--- src/rtl/axil_bram_ctrl.sv ---
// axil_bram_ctrl: AXI4-Lite slave giving word access to one bram port.
// Ports: clk/rst_n, AXI-Lite AW/W/B/AR/R (s_*), bram port command/data (bram_*).
module axil_bram_ctrl #(
    parameter int ADDR_WIDTH     = 10,
    parameter int DATA_WIDTH     = 32,
    parameter int AXI_ADDR_WIDTH = ADDR_WIDTH + 2
) (
    input  logic                      clk,
    input  logic                      rst_n,
    input  logic [AXI_ADDR_WIDTH-1:0] s_awaddr,
    input  logic                      s_awvalid,
    output logic                      s_awready,
    input  logic [DATA_WIDTH-1:0]     s_wdata,
    input  logic [DATA_WIDTH/8-1:0]   s_wstrb,
    input  logic                      s_wvalid,
    output logic                      s_wready,
    output logic [1:0]                s_bresp,
    output logic                      s_bvalid,
    input  logic                      s_bready,
    input  logic [AXI_ADDR_WIDTH-1:0] s_araddr,
    input  logic                      s_arvalid,
    output logic                      s_arready,
    output logic [DATA_WIDTH-1:0]     s_rdata,
    output logic [1:0]                s_rresp,
    output logic                      s_rvalid,
    input  logic                      s_rready,
    output logic                      bram_en,
    output logic                      bram_we,
    output logic [DATA_WIDTH/8-1:0]   bram_wstrb,
    output logic [ADDR_WIDTH-1:0]     bram_addr,
    output logic [DATA_WIDTH-1:0]     bram_din,
    input  logic [DATA_WIDTH-1:0]     bram_dout
);

    localparam int SW = DATA_WIDTH / 8;

    typedef enum logic [1:0] {
        IDLE,
        WR_RESP,
        RD_WAIT,
        RD_RESP
    } state_t;

    state_t                state;
    logic                  aw_held;
    logic                  w_held;
    logic [ADDR_WIDTH-1:0] aw_addr;
    logic [DATA_WIDTH-1:0] w_data;
    logic [SW-1:0]         w_strb;

    logic aw_hs;
    logic w_hs;
    logic ar_hs;
    logic wr_go;
    logic wr_soon;

    // Byte-lane bits of the AXI addresses carry no information here.
    logic unused_addr_lsb;
    assign unused_addr_lsb = ^{s_awaddr[1:0], s_araddr[1:0]};

    assign s_awready = !aw_held;
    assign s_wready  = !w_held;
    assign s_bresp   = 2'b00;
    assign s_rresp   = 2'b00;

    assign aw_hs = s_awvalid && s_awready;
    assign w_hs  = s_wvalid && s_wready;
    assign wr_go = (state == IDLE) && aw_held && w_held;

    // A write that completes its AW/W pair this cycle wins over a
    // simultaneous AR, so the read is held off until the write is issued.
    assign wr_soon   = (aw_held || s_awvalid) && (w_held || s_wvalid);
    assign s_arready = (state == IDLE) && !wr_soon;
    assign ar_hs     = s_arvalid && s_arready;

    always_comb begin
        bram_en    = 1'b0;
        bram_we    = 1'b0;
        bram_wstrb = '0;
        bram_addr  = '0;
        bram_din   = '0;
        if (wr_go) begin
            bram_en    = 1'b1;
            bram_we    = 1'b1;
            bram_wstrb = w_strb;
            bram_addr  = aw_addr;
            bram_din   = w_data;
        end else if (ar_hs) begin
            bram_en   = 1'b1;
            bram_addr = s_araddr[ADDR_WIDTH+1:2];
        end
    end

    always_ff @(posedge clk or negedge rst_n) begin
        if (!rst_n) begin
            aw_held <= 1'b0;
            aw_addr <= '0;
            w_held  <= 1'b0;
            w_data  <= '0;
            w_strb  <= '0;
        end else begin
            if (aw_hs) begin
                aw_held <= 1'b1;
                aw_addr <= s_awaddr[ADDR_WIDTH+1:2];
            end else if (wr_go) begin
                aw_held <= 1'b0;
            end
            if (w_hs) begin
                w_held <= 1'b1;
                w_data <= s_wdata;
                w_strb <= s_wstrb;
            end else if (wr_go) begin
                w_held <= 1'b0;
            end
        end
    end

    always_ff @(posedge clk or negedge rst_n) begin
        if (!rst_n) begin
            state    <= IDLE;
            s_bvalid <= 1'b0;
            s_rvalid <= 1'b0;
            s_rdata  <= '0;
        end else begin
            unique case (state)
                IDLE: begin
                    if (wr_go) begin
                        s_bvalid <= 1'b1;
                        state    <= WR_RESP;
                    end else if (ar_hs) begin
                        state <= RD_WAIT;
                    end
                end
                WR_RESP: begin
                    if (s_bready) begin
                        s_bvalid <= 1'b0;
                        state    <= IDLE;
                    end
                end
                RD_WAIT: begin
                    s_rdata  <= bram_dout;
                    s_rvalid <= 1'b1;
                    state    <= RD_RESP;
                end
                RD_RESP: begin
                    if (s_rready) begin
                        s_rvalid <= 1'b0;
                        state    <= IDLE;
                    end
                end
                default: state <= IDLE;
            endcase
        end
    end

endmodule

--- config.mk ---
export PLATFORM = sky130hd
export DESIGN_NAME = axil_bram_ctrl
export DESIGN_NICKNAME = d
export VERILOG_FILES = /design/src/rtl/axil_bram_ctrl.sv
export SDC_FILE = /design/constraint.sdc
export NUM_CORES = 1
export LEC_CHECK = 0
export CORE_MARGIN = 5
export CORE_UTILIZATION = 30
export DETAILED_ROUTE_END_ITERATION = 16
export GPL_ROUTABILITY_DRIVEN = 0
export PLACE_DENSITY = 0.66
export SYNTH_ARGS = -nofsm -noshare
export SYNTH_HDL_FRONTEND = slang
export SYNTH_SLANG_ARGS = --single-unit
--- constraint.sdc ---
create_clock -name clk -period 1.6 [get_ports clk]
set_input_delay 0.48 -clock clk [delete_from_list [all_inputs] [get_ports clk]]
set_output_delay 0.48 -clock clk [all_outputs]
set_load 0.02 [all_outputs]
# Yosys cells after proc, flatten, opt, wreduce, memory -nomap -nowiden
# Index checks and enable logic that the tools add are counted.
# classes
eq_ne	7
n_mux	20
n_reduce_logical	20
# op_table
operator	count
32-bit 2-to-1 mux	1
10-bit 2-to-1 mux	2
1-bit 2-to-1 mux	9
2-bit 2-to-1 mux	4
2-bit one-hot mux with 4 select lines	1
2-bit nonzero test	4
1-bit logical AND	7
2-bit inequality test (second input constant)	3
3-bit AND reduction	2
2-bit equality test (second input constant)	2
4-bit 2-to-1 mux	1
1-bit one-hot mux with 2 select lines	2
1-bit logical NOT	3
3-bit inequality test (second input constant)	1
2-bit by 1-bit equality test with 1-bit output (second input constant)	1
2-bit logical NOT	1
1-bit logical OR	2
2-bit AND reduction	1
# totals
regBits	84
input_bits	99
out_inout_bits	89
wordCells	56

# Logic depth before layout (Yosys ltp)
# logic_depth
depth_word	8
depth_mapped	4
mapped_depth_nobuf	3

# Least setup slack after synthesis
# OpenSTA, ideal clock, no wires.
# synth_timing
path_kind	input -> output
startpoint	in s_awvalid
endpoint	out bram_addr[0]
t_arrival_ps	1251
required_time_ps	1120
path_slack_ps	-131
path_stages	4
n_path_buf	1
cell_sequence	o22ai_1 -> and3_1 -> buf_2 -> a22o_1
# synth_via
elab_chain_len	7
# synth_rtl
element	line_no	text
start, declared	11	input logic s_awvalid,
1-bit logical OR	72	assign wr_soon = (aw_held || s_awvalid) && (w_held || s_wvalid);
1-bit logical AND	72	
1-bit logical NOT	73	assign s_arready = (state == IDLE) && !wr_soon;
1-bit logical AND	73	
1-bit logical AND	74	assign ar_hs = s_arvalid && s_arready;
10-bit 2-to-1 mux	88	end else if (ar_hs) begin
10-bit 2-to-1 mux	82	if (wr_go) begin
end, declared	30	output logic [ADDR_WIDTH-1:0] bram_addr,
# Every way passes these cells.

# Worst setup path after layout
# layout_timing
startpoint	in s_arvalid
endpoint	out bram_addr[0]
# layout_via
elab_chain_len	3
# layout_rtl
element	line_no	text
start, declared	21	input logic s_arvalid,
1-bit logical AND	74	
10-bit 2-to-1 mux	88	
10-bit 2-to-1 mux	82	
# Every way passes these cells.

==> qor.yml <==
critical_path_class: "in -> out"
first_pass_iters: 4
core_area_sq_um: 11900
track_usage: 0.144
clock_tree.buffer_depth: 2
place_ws_ns: -1.18
powerDensity_nw_per_um2: 2020
fp.dieArea_sq_um: 14200
first_iter_violations: 86
violations: "setup timing"
viasPerCell: 4.51
initial_core_util: 0.303
grtUsageMet1: 0.169
r2r-end: "aw_addr[3]"
fin_crit_sh: 1.29
io_buffers: 179
routedWlPerCell_um: 17.2
synth-seq-area-share: 0.586
timing.final.ws_setup_ns: -0.464
worstRegToRegCells: 6
grt-ovfl-total: 0
timing.fmax_mhz: 484
num_vias: 2781
clockPowerShare: 0.167
clock-sinks: 84
ys_warn_count: 0
syn_avg_cell_area_sq_um: 14.0
hold_path_class: "in -> async"
cts.clk_slew.worst_paths_ns: 0.06
power_frac_seq: 0.289
crit_arrival_ns: 1.58
total_power_mw: 13.1
clock_skew_ns: 0.00631
period_minus_slack_ns: 2.06
setup_viol: 51
h-tree-depth: 3
final_common_cell: "clkdlybuf4s50_1"
grt_pass1_vias: 3056
maxSlewViolCount: 0
reg2reg_from: "aw_held"
cts_tree: "built"
grt_pass1_wl_um: 16300
diodes: 0
grt.busiest_layer: "met2"
switchingPower_mw: 4.53
fillers: 1025
root_buffer: "clkbuf_16"
final_hold_viol_count: 0
met2_usage: 0.243
p_sw_frac: 0.345
design.portCount: 188
drc: 0
drive_gt1_frac: 0.450
synth.distinct_cells: 23
irDropWorstVdd_mv: 0.856
die_x_um: 119
rows: 40
synthCells: 256
drt.antenna.violating_nets: 0
yosys_register_bits: 84
hold_buffers: 0
cp_max_fo: 5
crit_required_ns: 1.12
p_leak_nw: 2.92
dp_hpwl_um: 7400
end_kind: "output port"
clock_latency_ns: 0.33
rsz0062_at_grt: "yes"
intPower_mw: 8.61
antenna_found_initial: 0
die_h_um: 119
maxCapViolations: 0
critPathLaunchType: "primary input"
mostFrequentLayoutCells: "clkdlybuf4s50_1, dfrtp_1, buf_6, mux2_2, and2_4"
area_growth_pct: 80.9
synth_area_sq_um: 3590
comb_power_share: 0.544
r2r_slack_ns: 0.07
grt_max_degree: 35
wl_um: 10600
outcome: "finished, violations left"
numCtsBuffers: 9
nets: 563
use_met3: 0.0608
==> cells in the mapped netlist <==
cell | n | area share
nand2_1 | 5 | 0.0052
inv_1 | 3 | 0.0031
buf_8 | 2 | 0.0084
nor3_2 | 1 | 0.0028
o21ai_0 | 3 | 0.0042
buf_2 | 5 | 0.0070
a22o_1 | 10 | 0.024
dfrtp_1 | 84 | 0.59
o22ai_1 | 1 | 0.0017
and2_1 | 37 | 0.065
a21o_1 | 1 | 0.0021
buf_6 | 1 | 0.0031
mux2_2 | 50 | 0.16
nand3b_1 | 1 | 0.0021
mux2_1 | 29 | 0.091
clkbuf_1 | 3 | 0.0031
and3_1 | 1 | 0.0017
conb_1 | 1 | 0.0010
o21ba_2 | 1 | 0.0028
buf_4 | 8 | 0.017
nor2_1 | 5 | 0.0052
or2_2 | 1 | 0.0017
nor2b_1 | 3 | 0.0052
==> kinds of logic (layout without fill, tap and decap cells) <==
family | Yosys count | count (layout) | synth area share
flops | 84 | 84 | 0.586
mux | 79 | 79 | 0.248
simple gates | 54 | 54 | 0.0886
compound gates | 16 | 16 | 0.0352
other cells | 1 | 4 | 0.00105
buf+inv | 22 | 232 | 0.0415
==> per-stage QoR <==
stage / instances / setup TNS, ns / utilization / hold WS (ns) / area [sq um]
final: 616 / -21.54 / 0.547 / 0.0362 / 6490
after global routing: 616 / -24.77 / 0.547 / 0.0474 / 6490
after CTS: 609 / -22.18 / 0.533 / 0.0396 / 6320
after detailed placement: 584 / -50.08 / 0.491 / 0.400 / 5820
after global placement: 584 / -46.51 / 0.491 / 0.398 / 5820
after floorplan: 259 / -0.0335 / - / 0.184 / 3760
==> state kept, by name (all words and copies together) (netlist names) <==
register and count:
s_bvalid 1, aw_addr 10, s_rdata 32, aw_held 1
w_strb 4, s_rvalid 1, w_held 1, state 2
w_data 32
==> repair_timing <==
item                       4_1_cts  5_1_grt
pin swaps                        5       30
setup buffers                    9        4
cloned                           2        4
setup endpoints to repair       85       51
resized for setup              370       33
==> power by group through the flow <==
stage / clock network (mW) / registers (mW) / logic [mW]
global placement: 0 / 3.77 / 6.15
finish: 2.20 / 3.80 / 7.14
global route: 2.38 / 3.95 / 7.59
detailed placement: 0 / 3.82 / 6.26
floorplan: 0 / 4.27 / 2.94
CTS: 2.27 / 3.78 / 6.70
==> worst max-delay path by stage <==
stage | startpoint | endpoint | depth (start not counted)
after floorplan | w_held | bram_en | 4
after global placement | s_wvalid | bram_addr[8] | 6
after detailed placement | s_wvalid | bram_addr[1] | 6
after CTS | aw_held | bram_addr[5] | 6
after global routing | aw_held | bram_addr[5] | 6
final | s_arvalid | bram_addr[0] | 5
==> area by class of cell <==
type	count	area, sq um	share of cell area
Clock inverter	7	91.3	0.0141
Multi-Input combinational cell	153	1580	0.243
Clock buffer	9	225	0.0347
Timing Repair Buffer	213	2300	0.354
Tap cell	147	184	0.0283
Inverter	3	11.3	0.00173
Sequential cell	84	2100	0.324
==> worst max-delay path, stage by stage <==
cell and delay, ns:
clkdlybuf4s50_1 0.43, and3_4 0.20, buf_6 0.13, a22o_4 0.21, buf_6 0.12
==> layer usage <==
metal,wire length [um],part of all wire,up-vias
met2,5350,0.50,113
met5,0,0,-
met1,4220,0.40,1363
li1,-,-,1293
met3,901,0.085,12
met4,130,0.012,0
Note: power is estimated with default switching activity, not from simulation.
